`config.mk`:
```
export PLATFORM = sky130hd
export DESIGN_NAME = bitonic_sort8
export DESIGN_NICKNAME = d
export VERILOG_FILES = /design/src/rtl/bitonic_sort8.sv
export SDC_FILE = /design/constraint.sdc
export NUM_CORES = 1
export LEC_CHECK = 0
export ABC_AREA = 1
export CAP_MARGIN = 20
export CELL_PAD_IN_SITES_DETAIL_PLACEMENT = 0
export CELL_PAD_IN_SITES_GLOBAL_PLACEMENT = 1
export CORE_UTILIZATION = 25
export DETAILED_ROUTE_END_ITERATION = 7
export GPL_TIMING_DRIVEN = 0
export PLACE_DENSITY = 0.53
export SYNTH_ARGS = -nofsm -noshare
export SYNTH_HDL_FRONTEND = slang
export SYNTH_SLANG_ARGS = --single-unit
```
`constraint.sdc`:
```
create_clock -name clk -period 7.2 [get_ports clk]
set_clock_uncertainty 0.2 [all_clocks]
set_input_delay 0.72 -clock clk [delete_from_list [all_inputs] [get_ports clk]]
set_output_delay 0.72 -clock clk [all_outputs]
set_load 0.02 [all_outputs]
```
`src/rtl/bitonic_sort8.sv`:
```
// Eight-element unsigned byte sorter: loads 8 values serially, runs a 6-stage
// bitonic network one stage per cycle, then streams the result out ascending.
module bitonic_sort8 (
    input  logic       clk,
    input  logic       rst_n,
    input  logic       in_valid,
    input  logic [7:0] number_in,
    output logic       busy,
    output logic       out_valid,
    output logic [7:0] number_out
);

    localparam logic [1:0] ST_LOAD = 2'd0;
    localparam logic [1:0] ST_SORT = 2'd1;
    localparam logic [1:0] ST_EMIT = 2'd2;

    localparam logic [2:0] LAST_STAGE = 3'd5;
    localparam logic [2:0] LAST_SLOT  = 3'd7;

    logic [1:0] state;
    logic [2:0] cnt;
    logic [2:0] stage;
    logic [2:0] emit_idx;
    logic [7:0] data_buf  [0:7];
    logic [7:0] stage_out [0:7];

    logic [3:0] stage_k;
    logic [3:0] stage_j;
    logic [2:0] partner;

    // (k, j) schedule of the 8-input bitonic network, one entry per SORT cycle.
    always_comb begin
        case (stage)
            3'd0:    begin stage_k = 4'd2; stage_j = 4'd1; end
            3'd1:    begin stage_k = 4'd4; stage_j = 4'd2; end
            3'd2:    begin stage_k = 4'd4; stage_j = 4'd1; end
            3'd3:    begin stage_k = 4'd8; stage_j = 4'd4; end
            3'd4:    begin stage_k = 4'd8; stage_j = 4'd2; end
            default: begin stage_k = 4'd8; stage_j = 4'd1; end
        endcase
    end

    // One network stage: four parallel compare-exchanges on (i, i^j), i < i^j.
    // Equal values never swap, so ties keep their positions.
    always_comb begin
        // NOTE: every combinational output gets a default before any
        // conditional write; a path that skips an assignment infers a latch.
        partner = '0;
        for (int i = 0; i < 8; i++) begin
            stage_out[i] = data_buf[i];
        end
        for (int i = 0; i < 8; i++) begin
            partner = 3'(i) ^ stage_j[2:0];
            if ((3'(i) & stage_j[2:0]) == 3'd0) begin
                if ((4'(i) & stage_k) == 4'd0) begin
                    if (data_buf[i] > data_buf[partner]) begin
                        stage_out[i]       = data_buf[partner];
                        stage_out[partner] = data_buf[i];
                    end
                end else begin
                    if (data_buf[i] < data_buf[partner]) begin
                        stage_out[i]       = data_buf[partner];
                        stage_out[partner] = data_buf[i];
                    end
                end
            end
        end
    end

    always_ff @(posedge clk) begin
        // NOTE: state registers use non-blocking assignments so every
        // register in this block samples pre-edge values, like real flops.
        if (!rst_n) begin
            state      <= ST_LOAD;
            cnt        <= '0;
            stage      <= '0;
            emit_idx   <= '0;
            busy       <= 1'b0;
            out_valid  <= 1'b0;
            number_out <= '0;
            // NOTE: the element buffer is only 8 bytes of flops, so it is
            // cleared on reset; larger RAM-style storage would not be.
            for (int i = 0; i < 8; i++) begin
                data_buf[i] <= '0;
            end
        end else begin
            case (state)
                ST_LOAD: begin
                    if (in_valid) begin
                        data_buf[cnt] <= number_in;
                        if (cnt == LAST_SLOT) begin
                            cnt   <= '0;
                            stage <= '0;
                            busy  <= 1'b1;
                            state <= ST_SORT;
                        end else begin
                            cnt <= cnt + 3'd1;
                        end
                    end
                end

                ST_SORT: begin
                    for (int i = 0; i < 8; i++) begin
                        data_buf[i] <= stage_out[i];
                    end
                    if (stage == LAST_STAGE) begin
                        stage    <= '0;
                        emit_idx <= '0;
                        state    <= ST_EMIT;
                    end else begin
                        stage <= stage + 3'd1;
                    end
                end

                ST_EMIT: begin
                    // emit_idx wraps to 0 after the 8th element; out_valid
                    // separates that wrap from the entry into EMIT.
                    if (out_valid && emit_idx == 3'd0) begin
                        out_valid  <= 1'b0;
                        busy       <= 1'b0;
                        number_out <= '0;
                        state      <= ST_LOAD;
                    end else begin
                        out_valid  <= 1'b1;
                        number_out <= data_buf[emit_idx];
                        emit_idx   <= emit_idx + 3'd1;
                    end
                end

                default: begin
                    state <= ST_LOAD;
                end
            endcase
        end
    end

endmodule

```
## Word-level counts from Yosys, hierarchy flattened

Memory sizes are Yosys's and may differ from the RTL's. A register that Yosys moved wholly into a read port is not among the register bits.
Index checks and enable logic that the tools add are counted.

| word-level totals | value |
|---|---|
| logic and storage cells | 210 |
| latch bits | 0 |
| register bits | 21 |
| output and inout bits | 10 |
| memory bits (read-only) | 0 |
| bits in writable memories | 64 |
| memories kept | 1 |

| cells by class | value |
|---|---|
| bitwise logic cells | 23 |
| multipliers | 0 |
| divide/modulo/power cells | 0 |
| shift-type cells | 0 |
| reductions and logical operators | 37 |
| equal/unequal tests | 13 |
| $lt $le $gt $ge | 31 |
| mux-type cells | 95 |
| $add $sub $neg | 3 |

Memory list:

| memory | words | width | rd ports | clocked after memory_dff | wr ports | line | RTL |
|---|---|---|---|---|---|---|---|
| data_buf | 8 | 8 | 17 | 1 | 8 | 24 | `logic [7:0] data_buf [0:7];` |

Operators with widths:

| cell | count |
|---|---|
| two-way mux 64 bit | 29 |
| bitwise mux 64 bit | 8 |
| demux 8 bit (select 3 bit) | 8 |
| two-way mux 8 bit | 18 |
| greater-than comparator 8 bit | 8 |
| less-than comparator 8 bit | 7 |
| greater-or-equal comparator 4 bit (second input constant) | 8 |
| less-than comparator 4 x 1 -> 1 bit (second input constant) | 8 |
| NOT 3 -> 4 bit | 8 |
| logical NOT 4 bit | 7 |
| logical NOT 3 bit | 9 |
| two-way mux 3 bit | 9 |
| one-hot mux 3 bit (2 select lines) | 4 |
| two-way mux 1 bit | 13 |
| inequality test 2 bit (second input constant) | 5 |
| adder 3 x 1 -> 3 bit (second input constant) | 3 |
| == test 3 bit (second input constant) | 3 |
| logical AND 1 bit | 9 |
| two-way mux 2 bit | 4 |
| bitwise OR 1 bit | 8 |
| AND reduction 4 bit | 2 |
| OR reduction 8 bit | 1 |
| == test 3 x 2 -> 1 bit (second input constant) | 2 |
| NOT 2 bit | 3 |
| other kinds (12) | 18 |

## Logic depth before layout (Yosys ltp)

Gate-level depths: netlist (run 1).

| depth | value |
|---|---|
| depth in word-level cells | 40 |
| gate-level depth with buffers | 31 |
| gate-level depth less buffers | 29 |

## Worst setup path before layout (run 1)

Ideal clock, no wire load.

| timing path | value |
|---|---|
| path kind | flip-flop to flip-flop |
| from | register stage[0] |
| to | memory data_buf[3][7] (data pin) |
| cell stages (with the launch flop) | 27 |
| period minus slack after synthesis | 3.699 ns |
| library setup time | 0.258 ns |
| setup slack | 3.501 ns |
| data arrival time | 3.242 ns |
| data required time | 6.742 ns |
| cells stage by stage | dfxtp_1 -> nand2_1 -> inv_1 -> ha_1 -> buf_2 -> inv_2 -> nand2_4 -> inv_2 -> buf_2 -> nand2_1 -> o221ai_1 -> mux2i_1 -> inv_1 -> ha_1 -> nand2_1 -> inv_1 -> nand2_1 -> nand2_1 -> nand2_1 -> nand3_1 -> a21oi_4 -> nand2_2 -> buf_2 -> o21ai_1 -> nand2_1 -> nand2_1 -> o21ai_1 |

RTL lines:

| what | line | RTL |
|---|---|---|
| from (decl) | 22 | `logic [2:0] stage;` |
| from (signal assigned) | 111 | `stage <= stage + 3'd1;` |
| to (decl) | 24 |  |

==> results.json, run 1 <==
{
  "ys_ff_latch": 88,
  "cts_buffers": 9,
  "final-hold-violation-count": 0,
  "seq_area_sq_mm": 0.00240,
  "yosysUniqueCellTypes": 51,
  "fin_util": 0.286,
  "cts_resized": 0,
  "portBuffers": 19,
  "cap_violations": 0,
  "rr_startpoint": "stage[0]$_SDFFE_PN0P_",
  "grtUsageMet2": 0.458,
  "hold_ws_ps": 269,
  "rows": 71,
  "hold_path_class": "reg2reg",
  "seq_area_frac_synth": 0.248,
  "avgSynthCellArea_sq_um": 6.30,
  "floorplan.die_area_sq_mm": 0.0396,
  "ir_drop_mv": 0.115,
  "worst_pin_slew_ps": 1230,
  "min_period_ps": 5280,
  "core-area_sq_mm": 0.0379,
  "synth_nets": 1613,
  "layout.cells.non_filler": 2089,
  "grt_util_met3": 0.0558,
  "place_hpwl_mm": 45.6,
  "rsz0062_at_grt": "no",
  "setup_viol": 0,
  "dr.pass1.iters": 6,
  "cts_max_path_buffers": 2,
  "ant_nets": 0,
  "holdPathStages": 2,
  "rrSetupSlack_ps": 1920,
  "grt_start_max_net_pins": 15,
  "worstPathRequired_ps": 7140,
  "grt_pass1_wl_mm": 80.8,
  "cts_num_sinks": 88,
  "mostFrequentLayoutCell": "nand2_1",
  "multi_input_area_sq_mm": 0.00619,
  "clock.fmax_mhz": 190,
  "outcome": "completed",
  "clkTransAtPathRegs_ps": 70,
  "rr_worst_depth": 27,
  "cts_hold_buf": 0,
  "antenna_found_initial": 4,
  "fin_crit_sh": 0.733,
  "synthFlopType": "edfxtp_1",
  "synthCells": 1541,
  "grt_pass1_vias": 10600,
  "final_cell_area_sq_mm": 0.0109,
  "place_congestion": 1.02,
  "path_class": "reg2reg",
  "vias_per_cell": 5.43,
  "wl_mm": 58.1,
  "place_ws_ps": 2050,
  "slew_headroom": 0.182,
  "setup_slack_ps": 1920,
  "syn2layout_area_growth_pct": 11.9,
  "die_h_um": 199,
  "synth_edf_count": 64,
  "async_reset_ff_frac": 0,
  "grt_use_total": 0.299,
  "drive_gt1_frac": 0.0691,
  "wl_per_cell_um": 27.8,
  "fill_cells": 4333,
  "placed_cell_area_sq_mm": 0.0105,
  "die_x_um": 199,
  "place_inst": 2072,
  "cp_max_fo": 10,
  "finalPower_mw": 1.90,
  "worst_setup_path_end_kind": "flop",
  "hold_path_end": "number_out[4]$_SDFFE_PN0P_",
  "worstPathArrival_ps": 5220,
  "root_buffer": "clkbuf_16",
  "post-route-drc-count": 0,
  "vias": 11300,
  "design.final.nets": 1644,
  "drv_slew": 0,
  "cellPowerDensity_mw_per_mm2": 175,
  "mostFrequentLayoutCells": "nand2_1 (521), inv_1 (174), o21ai_0 (128)",
  "startpoint_type": "flop",
  "r2r-end": "data_buf[6][2]$_DFFE_PP_",
  "post-cts-setup-buffers": 0,
  "start_util": 0.256,
  "syn_area_sq_mm": 0.00970,
  "ios": 21,
  "worstHoldStart": "number_out[4]$_SDFFE_PN0P_",
  "yosysWarnings": 0,
  "initialDrtViolationCount": 1207,
  "clk_latency_ps": 380,
  "cts_tree": "yes",
  "gr-total-overflow": 0,
  "top_usage_layer": "met2",
  "tns_ps": 0,
  "htree_levels": 3,
  "p_leak_nw": 4.87,
  "grt_util_met1": 0.411
}
==> routing by layer <==
layer  wire [um]  vias to the layer above
met5           0                        -
met4        2130                        0
met3        4700                      104
met2       25400                      503
met1       25800                     5488
li1            -                     5240
==> critical path, stage by stage (launching register included) <==
cell and delay, ps:
dfxtp_1 470, nand2_1 140, inv_1 80, ha_1 120, buf_2 350, inv_2 170, nand2_4 160, inv_2 120
buf_4 220, nand2_1 70, o221ai_1 270, nand2_1 150, nand2_1 110, ha_1 310, nand2_1 70, nor2_1 150
nand4_1 320, nand2_1 270, clkbuf_1 560, nand2_1 100, nand2_1 100, nand2_1 50, nand2_1 140, nand2_1 70
nand2_1 80, nand2_1 60, nand2_1 60, nand2_1 40
==> registers in the layout (all words and copies together), names as in the netlist, named ones only <==
signal and flops:
state 2, out_valid 1, stage 3, data_buf 64, cnt 3, emit_idx 3
busy 1, number_out 8
==> final cells by class <==
type / instances / share of cell area
sequential: 88 / 0.221
antenna: 1 / 0.000230
clock inverter: 3 / 0.00173
timing repair buffer: 20 / 0.0186
tap: 511 / 0.0589
multi-input combinational: 1193 / 0.570
buffer: 74 / 0.0372
clock buffer: 13 / 0.0270
inverter: 186 / 0.0648
==> synth_stat cells, types with 10 or more instances <==
cell type	count	share of area
nand2_1	521	0.20
inv_1	173	0.067
o21ai_0	129	0.067
a21oi_1	98	0.051
nand3_1	79	0.041
nor2_1	77	0.030
edfxtp_1	64	0.20
ha_1	61	0.079
o21ai_1	58	0.030
o211ai_1	38	0.029
clkbuf_1	28	0.011
o22ai_1	28	0.018
dfxtp_1	24	0.050
buf_2	22	0.011
nand4_1	16	0.010
o221ai_1	13	0.012
o21a_1	11	0.0085
buf_4	10	0.0077
==> cell families after synthesis <==
family	share of synthesized area
and+or+nand+nor	0.305
AOI/OAI and AO/OA	0.254
buffers and inverters	0.114
DFF	0.248
adders and majority gates	0.0787
muxes	0.00103
==> how the worst max path moves through the flow <==
stage                          startpoint                       end  slack (ps)
detailed placement  stage[0]$_SDFFE_PN0P_  data_buf[6][2]$_DFFE_PP_        2050
CTS                 stage[0]$_SDFFE_PN0P_  data_buf[6][2]$_DFFE_PP_        2010
global placement    stage[0]$_SDFFE_PN0P_  data_buf[6][2]$_DFFE_PP_        1990
global route        stage[0]$_SDFFE_PN0P_  data_buf[6][1]$_DFFE_PP_        1620
finish              stage[0]$_SDFFE_PN0P_  data_buf[6][2]$_DFFE_PP_        1920
floorplan           stage[0]$_SDFFE_PN0P_  data_buf[3][7]$_DFFE_PP_        3500
==> where the power goes <==
part	internal [mW]	switching, mW	total [mW]
combinational	0.201	0.470	0.671
sequential	0.592	0.114	0.705
clock	0.286	0.238	0.524
total	1.08	0.822	1.90
Power figures use the tool's default switching activity.
==> run 2: changes to the inputs <==
--- a/config.mk
+++ b/config.mk
@@ -12,7 +12,7 @@
 export CORE_UTILIZATION = 25
 export DETAILED_ROUTE_END_ITERATION = 7
 export GPL_TIMING_DRIVEN = 0
-export PLACE_DENSITY = 0.53
+export PLACE_DENSITY = 0.55
 export SYNTH_ARGS = -nofsm -noshare
 export SYNTH_HDL_FRONTEND = slang
 export SYNTH_SLANG_ARGS = --single-unit
==> constraint.sdc (replaced) <==
create_clock -name clk -period 4.5 [get_ports clk]
set_clock_uncertainty 0.2 [all_clocks]
set_input_delay 0.45 -clock clk [delete_from_list [all_inputs] [get_ports clk]]
set_output_delay 0.45 -clock clk [all_outputs]
set_load 0.02 [all_outputs]
==> run 2 against run 1 <==
Total power rose by 61%. Highest routed layer unchanged. Utilization grew 0.73 points. Critical path depth shrank 7. Sequential power is 60% higher. Combinational power grew 67%. Clock power increased by 55%. Setup slack lost 1800 ps. Final area increased by 2.5%.
==> results.json, run 2 (synthesis gave the netlist of run 1 again) <==
{
  "place_ws_ps": -715,
  "antenna_found_initial": 1,
  "dr.pass1.iters": 6,
  "cellPowerDensity_mw_per_mm2": 276,
  "largest_reg_flops": 64,
  "wl_per_cell_um": 27.6,
  "htree_levels": 3,
  "gr-total-overflow": 0,
  "grt_use_total": 0.298,
  "cts_max_path_buffers": 2,
  "holdPathStages": 2,
  "core-area_sq_mm": 0.0379,
  "clkTransAtPathRegs_ps": 70,
  "die_x_um": 199,
  "root_buffer": "clkbuf_16",
  "post-route-drc-count": 0,
  "design.final.nets": 1659,
  "placed_cell_area_sq_mm": 0.0105,
  "vias_per_cell": 5.44,
  "critPathBufInv": 5,
  "cap_violations": 0,
  "place_hpwl_mm": 45.5,
  "path_depth": 20,
  "setup_viol": 0,
  "place_congestion": 1.01,
  "crit_slowest_cell": "buf_1",
  "mostFrequentLayoutCell": "nand2_1",
  "reg.largest.list": "data_buf x64, number_out x8",
  "wl_mm": 58.0,
  "fin_crit_sh": 0.963,
  "final_cell_area_sq_mm": 0.0111,
  "rr_worst_depth": 20,
  "antenna_cells": 0,
  "drv_slew": 0,
  "min_period_ps": 4330,
  "setup_slack_ps": 168,
  "outcome": "completed",
  "hold_ws_ps": 268,
  "grt_pass1_wl_mm": 80.4,
  "grt_pass1_vias": 10700,
  "path_class": "reg2reg",
  "largest_register": "data_buf",
  "portBuffers": 19,
  "tns_ps": 0,
  "drive_gt1_frac": 0.0999,
  "initialDrtViolationCount": 1182,
  "cp_max_fo": 10,
  "cts_buffers": 9,
  "rows": 71,
  "start_util": 0.256,
  "p_leak_nw": 5.00,
  "slew_headroom": 0.236,
  "cpMostUsedCell": "nand2_1",
  "die_h_um": 199,
  "worst_pin_slew_ps": 1150,
  "worstPathArrival_ps": 4250,
  "ant_nets": 0,
  "crit_family": "buffers and inverters",
  "vias": 11400,
  "ios": 21,
  "startpoint_type": "flop",
  "mostFrequentLayoutCells": "nand2_1 (515), inv_1 (172), o21ai_0 (121)",
  "worstPathRequired_ps": 4420,
  "cts_tree": "yes",
  "ir_drop_mv": 0.202,
  "clock.fmax_mhz": 231,
  "clk_latency_ps": 400,
  "syn2layout_area_growth_pct": 14.7,
  "floorplan.die_area_sq_mm": 0.0396,
  "fin_util": 0.293,
  "cpPeakStageDelay_ps": 470,
  "worstPathCellList": "nand2_1 -> inv_1 -> ha_1 -> buf_12 -> buf_2 -> buf_1 -> o21ai_0 -> o21ai_1 -> ha_1 -> nand2_1 -> a21oi_1 -> nor2_1 -> nand3_1 -> a21oi_4 -> nand2_2 -> buf_2 -> o21ai_1 -> nand2_1 -> nand2_1 -> o21ai_1",
  "hold_path_class": "reg2reg",
  "final-hold-violation-count": 0,
  "worst_setup_path_end_kind": "flop",
  "grt_start_max_net_pins": 15,
  "cts_num_sinks": 88
}
==> run 2: report_power, final <==
part / total (mW) / internal (mW) / switching (mW)
sequential: 1.13 / 0.946 / 0.188
combinational: 1.12 / 0.354 / 0.771
clock: 0.810 / 0.427 / 0.383
total: 3.07 / 1.73 / 1.34
==> run 2: worst paths after layout <==
check | from | endpoint | slack (ps)
min reg2reg | busy$_SDFFE_PN0P_ | busy$_SDFFE_PN0P_ | 270
max | stage[0]$_SDFFE_PN0P_ | data_buf[3][2]$_DFFE_PP_ | 170
max reg2reg | stage[0]$_SDFFE_PN0P_ | data_buf[3][2]$_DFFE_PP_ | 170
min | busy$_SDFFE_PN0P_ | busy$_SDFFE_PN0P_ | 270
==> run 2: final cells by class <==
type / count / area (sq um)
fill: 4403 / 26800
multi-input combinational: 1193 / 6300
sequential: 88 / 2410
inverter: 186 / 708
tap: 511 / 639
buffer: 74 / 473
timing repair buffer: 35 / 310
clock buffer: 14 / 277
clock inverter: 2 / 13.8
==> run 2: stage by stage <==
| step | std cells | power, mW |
|---|---|---|
| 2_1_floorplan | 1541 | 1.71 |
| 3_3_place_gp | 2071 | 2.19 |
| 3_5_place_dp | 2072 | 2.19 |
| 4_1_cts | 2091 | 3.01 |
| 5_1_grt | 2103 | 3.22 |
| 6_report | 2103 | 3.07 |
==> run 2: repair_timing <==
| action | 4_1_cts | 5_1_grt |
|---|---|---|
| gates resized for setup | 26 | 50 |
| setup buffers | 3 | 12 |
| gates cloned | 0 | 0 |
| pin swaps | 4 | 11 |
| endpoints found under the setup margin | 64 | 63 |
| hold buffers | 0 | 0 |
==> run 2: worst register-to-register path, stage by stage, from the launching register on <==
cell	delay [ps]
dfxtp_4	390
nand2_1	90
inv_1	70
ha_1	180
buf_12	170
buf_2	300
buf_1	480
o21ai_0	190
o21ai_1	240
ha_1	300
nand2_1	80
a21oi_1	50
nor2_1	140
nand3_1	200
a21oi_4	240
nand2_2	170
buf_2	240
o21ai_1	130
nand2_1	70
nand2_1	80
o21ai_1	70
==> run 2: per-layer routing <==
metal | vias to the layer above | GRT usage | routed length (um)
met1 | 5507 | 0.401 | 25600
li1 | 5281 | - | -
met2 | 529 | 0.445 | 24500
met4 | 0 | 0.136 | 2990
met5 | - | 0 | 0
met3 | 117 | 0.0712 | 4930
==> run 3: changes to the inputs <==
--- a/config.mk
+++ b/config.mk
@@ -7,12 +7,11 @@
 export LEC_CHECK = 0
 export ABC_AREA = 1
 export CAP_MARGIN = 20
-export CELL_PAD_IN_SITES_DETAIL_PLACEMENT = 0
-export CELL_PAD_IN_SITES_GLOBAL_PLACEMENT = 1
 export CORE_UTILIZATION = 25
 export DETAILED_ROUTE_END_ITERATION = 7
+export GPL_ROUTABILITY_DRIVEN = 0
 export GPL_TIMING_DRIVEN = 0
-export PLACE_DENSITY = 0.55
+export PLACE_DENSITY = 0.43
 export SYNTH_ARGS = -nofsm -noshare
 export SYNTH_HDL_FRONTEND = slang
 export SYNTH_SLANG_ARGS = --single-unit
==> run 3 against run 2 <==
Clock power is 7.5% lower. Combinational power shrank 4%. Wire length shrank 10%. Setup slack improved by 66 ps. Global-route usage decreased by 3.3 points. Clock-buffer cell count fell by 5. Non-clock buffer count down 9. Highest routed layer unchanged.
==> results.json, run 3 (synthesis gave the netlist of run 1 again) <==
{
  "outcome": "completed",
  "clock.fmax_mhz": 234,
  "core-area_sq_mm": 0.0379,
  "place_inst": 2072,
  "place_hpwl_mm": 40.6,
  "grt_start_max_net_pins": 17,
  "worstPathArrival_ps": 4190,
  "cts_tree": "yes",
  "cts_hold_buf": 0,
  "path_class": "reg2reg",
  "ant_nets": 0,
  "mostFrequentLayoutCells": "nand2_1 (517), inv_1 (173), o21ai_0 (121)",
  "cts_max_path_buffers": 2,
  "antenna_found_initial": 2,
  "vias_per_cell": 5.47,
  "grt_use_total": 0.265,
  "initialDrtViolationCount": 1591,
  "ir_drop_mv": 0.177,
  "wl_mm": 52.0,
  "design.final.nets": 1650,
  "cap_violations": 0,
  "portBuffers": 19,
  "worstPathRequired_ps": 4420,
  "start_util": 0.256,
  "startpoint_type": "flop",
  "wl_per_cell_um": 24.8,
  "setup_slack_ps": 234,
  "rows": 71,
  "post-route-drc-count": 0,
  "root_buffer": "clkbuf_16",
  "htree_levels": 3,
  "largest_register": "data_buf",
  "hold_path_class": "reg2reg",
  "dr.pass1.iters": 7,
  "grt_pass1_wl_mm": 73.6,
  "place_ws_ps": -507,
  "worst_pin_slew_ps": 1230,
  "p_leak_nw": 4.92,
  "min_period_ps": 4270,
  "drv_slew": 0,
  "drive_gt1_frac": 0.0910,
  "crit_family": "simple AND/OR/NAND/NOR gates",
  "ios": 21,
  "fill_cells": 4287,
  "crit_slowest_cell": "a22oi_1",
  "cts_buffers": 9,
  "die_x_um": 199,
  "cellPowerDensity_mw_per_mm2": 268,
  "fin_crit_sh": 0.948,
  "setup_viol": 0,
  "floorplan.die_area_sq_mm": 0.0396,
  "gr-total-overflow": 0,
  "critPathBufInv": 6,
  "worst_setup_path_end_kind": "flop",
  "reg.largest.list": "data_buf x64, number_out x8",
  "syn2layout_area_growth_pct": 13.5,
  "layout.cells.non_filler": 2096,
  "cp_max_fo": 10,
  "die_h_um": 199,
  "cpPeakStageDelay_ps": 430,
  "cts_num_sinks": 88,
  "tns_ps": 0,
  "fin_util": 0.290,
  "largest_reg_flops": 64,
  "slew_headroom": 0.180,
  "grt_pass1_vias": 10600,
  "cpMostUsedCell": "nand2_1",
  "mostFrequentLayoutCell": "nand2_1",
  "clk_latency_ps": 370,
  "vias": 11500,
  "clkTransAtPathRegs_ps": 70,
  "final-hold-violation-count": 0
}
-- run 3: cell types whose count changed in the layout (fill, tap and decap cells not counted), moves of 2 or more --
cell | previous run | this run
buf_4 | 30 | 19
nand2_2 | 10 | 8
nand3_2 | 1 | 3
diode_2 | 0 | 2
buf_2 | 14 | 17
nand2_1 | 515 | 517
o21ai_2 | 15 | 11
clkinv_4 | 1 | 3
o21ai_1 | 57 | 61
clkbuf_2 | 6 | 4
inv_6 | 0 | 2
-- run 3: worst register-to-register path, delay by kind of cell, from the launching register on --
family	cells	cell delay, ps
simple gates	14	1180
compound gates	5	1020
buf+inv	6	770
fa+ha+maj	2	480
flops	1	390
-- run 3: what timing repair did --
| action | CTS | global route |
|---|---|---|
| resized for setup | 13 | 47 |
| setup buffers | 2 | 5 |
| pin swaps | 2 | 5 |
| setup endpoints to repair | 63 | 63 |
-- run 3: where the power goes --
part	switching, mW	internal, mW
Sequential	0.181	0.946
Combinational	0.731	0.338
Clock	0.369	0.380
-- run 3: area by class of cell --
cell class / count / area [sq um] / area share
Clock buffer: 9 / 225 / 0.0205
Multi-Input combinational cell: 1193 / 6280 / 0.570
Timing Repair Buffer: 27 / 250 / 0.0227
Tap cell: 511 / 639 / 0.0581
Buffer: 73 / 440 / 0.0400
Clock inverter: 7 / 53.8 / 0.00489
Inverter: 186 / 708 / 0.0643
Sequential cell: 88 / 2410 / 0.219
Antenna cell: 2 / 5.00 / 0.000455
-- run 3: final timing paths --
check	startpoint	to	slack (ps)	cells past startpoint
worst min register to register	busy$_SDFFE_PN0P_	busy$_SDFFE_PN0P_	270	2
worst min-delay path	busy$_SDFFE_PN0P_	busy$_SDFFE_PN0P_	270	2
worst max-delay path	stage[0]$_SDFFE_PN0P_	data_buf[5][6]$_DFFE_PP_	230	27
worst max register to register	stage[0]$_SDFFE_PN0P_	data_buf[5][6]$_DFFE_PP_	230	27
-- run 3: metrics by stage --
step                hold slack (ps)  cell area (sq um)  total power [mW]
floorplan                       262               9700              1.71
global placement                255              10500              2.14
detailed placement              258              10500              2.14
CTS                             271              10900              2.90
global route                    285              11000              3.10
finish                          266              11000              2.95
-- run 3: layer usage --
metal / up-vias / global-route usage / routed length, um
met5: - / 0 / 0
met4: 0 / 0.174 / 3750
met3: 177 / 0.0705 / 5660
met2: 707 / 0.384 / 21100
met1: 5330 / 0.343 / 21500
li1: 5261 / - / -
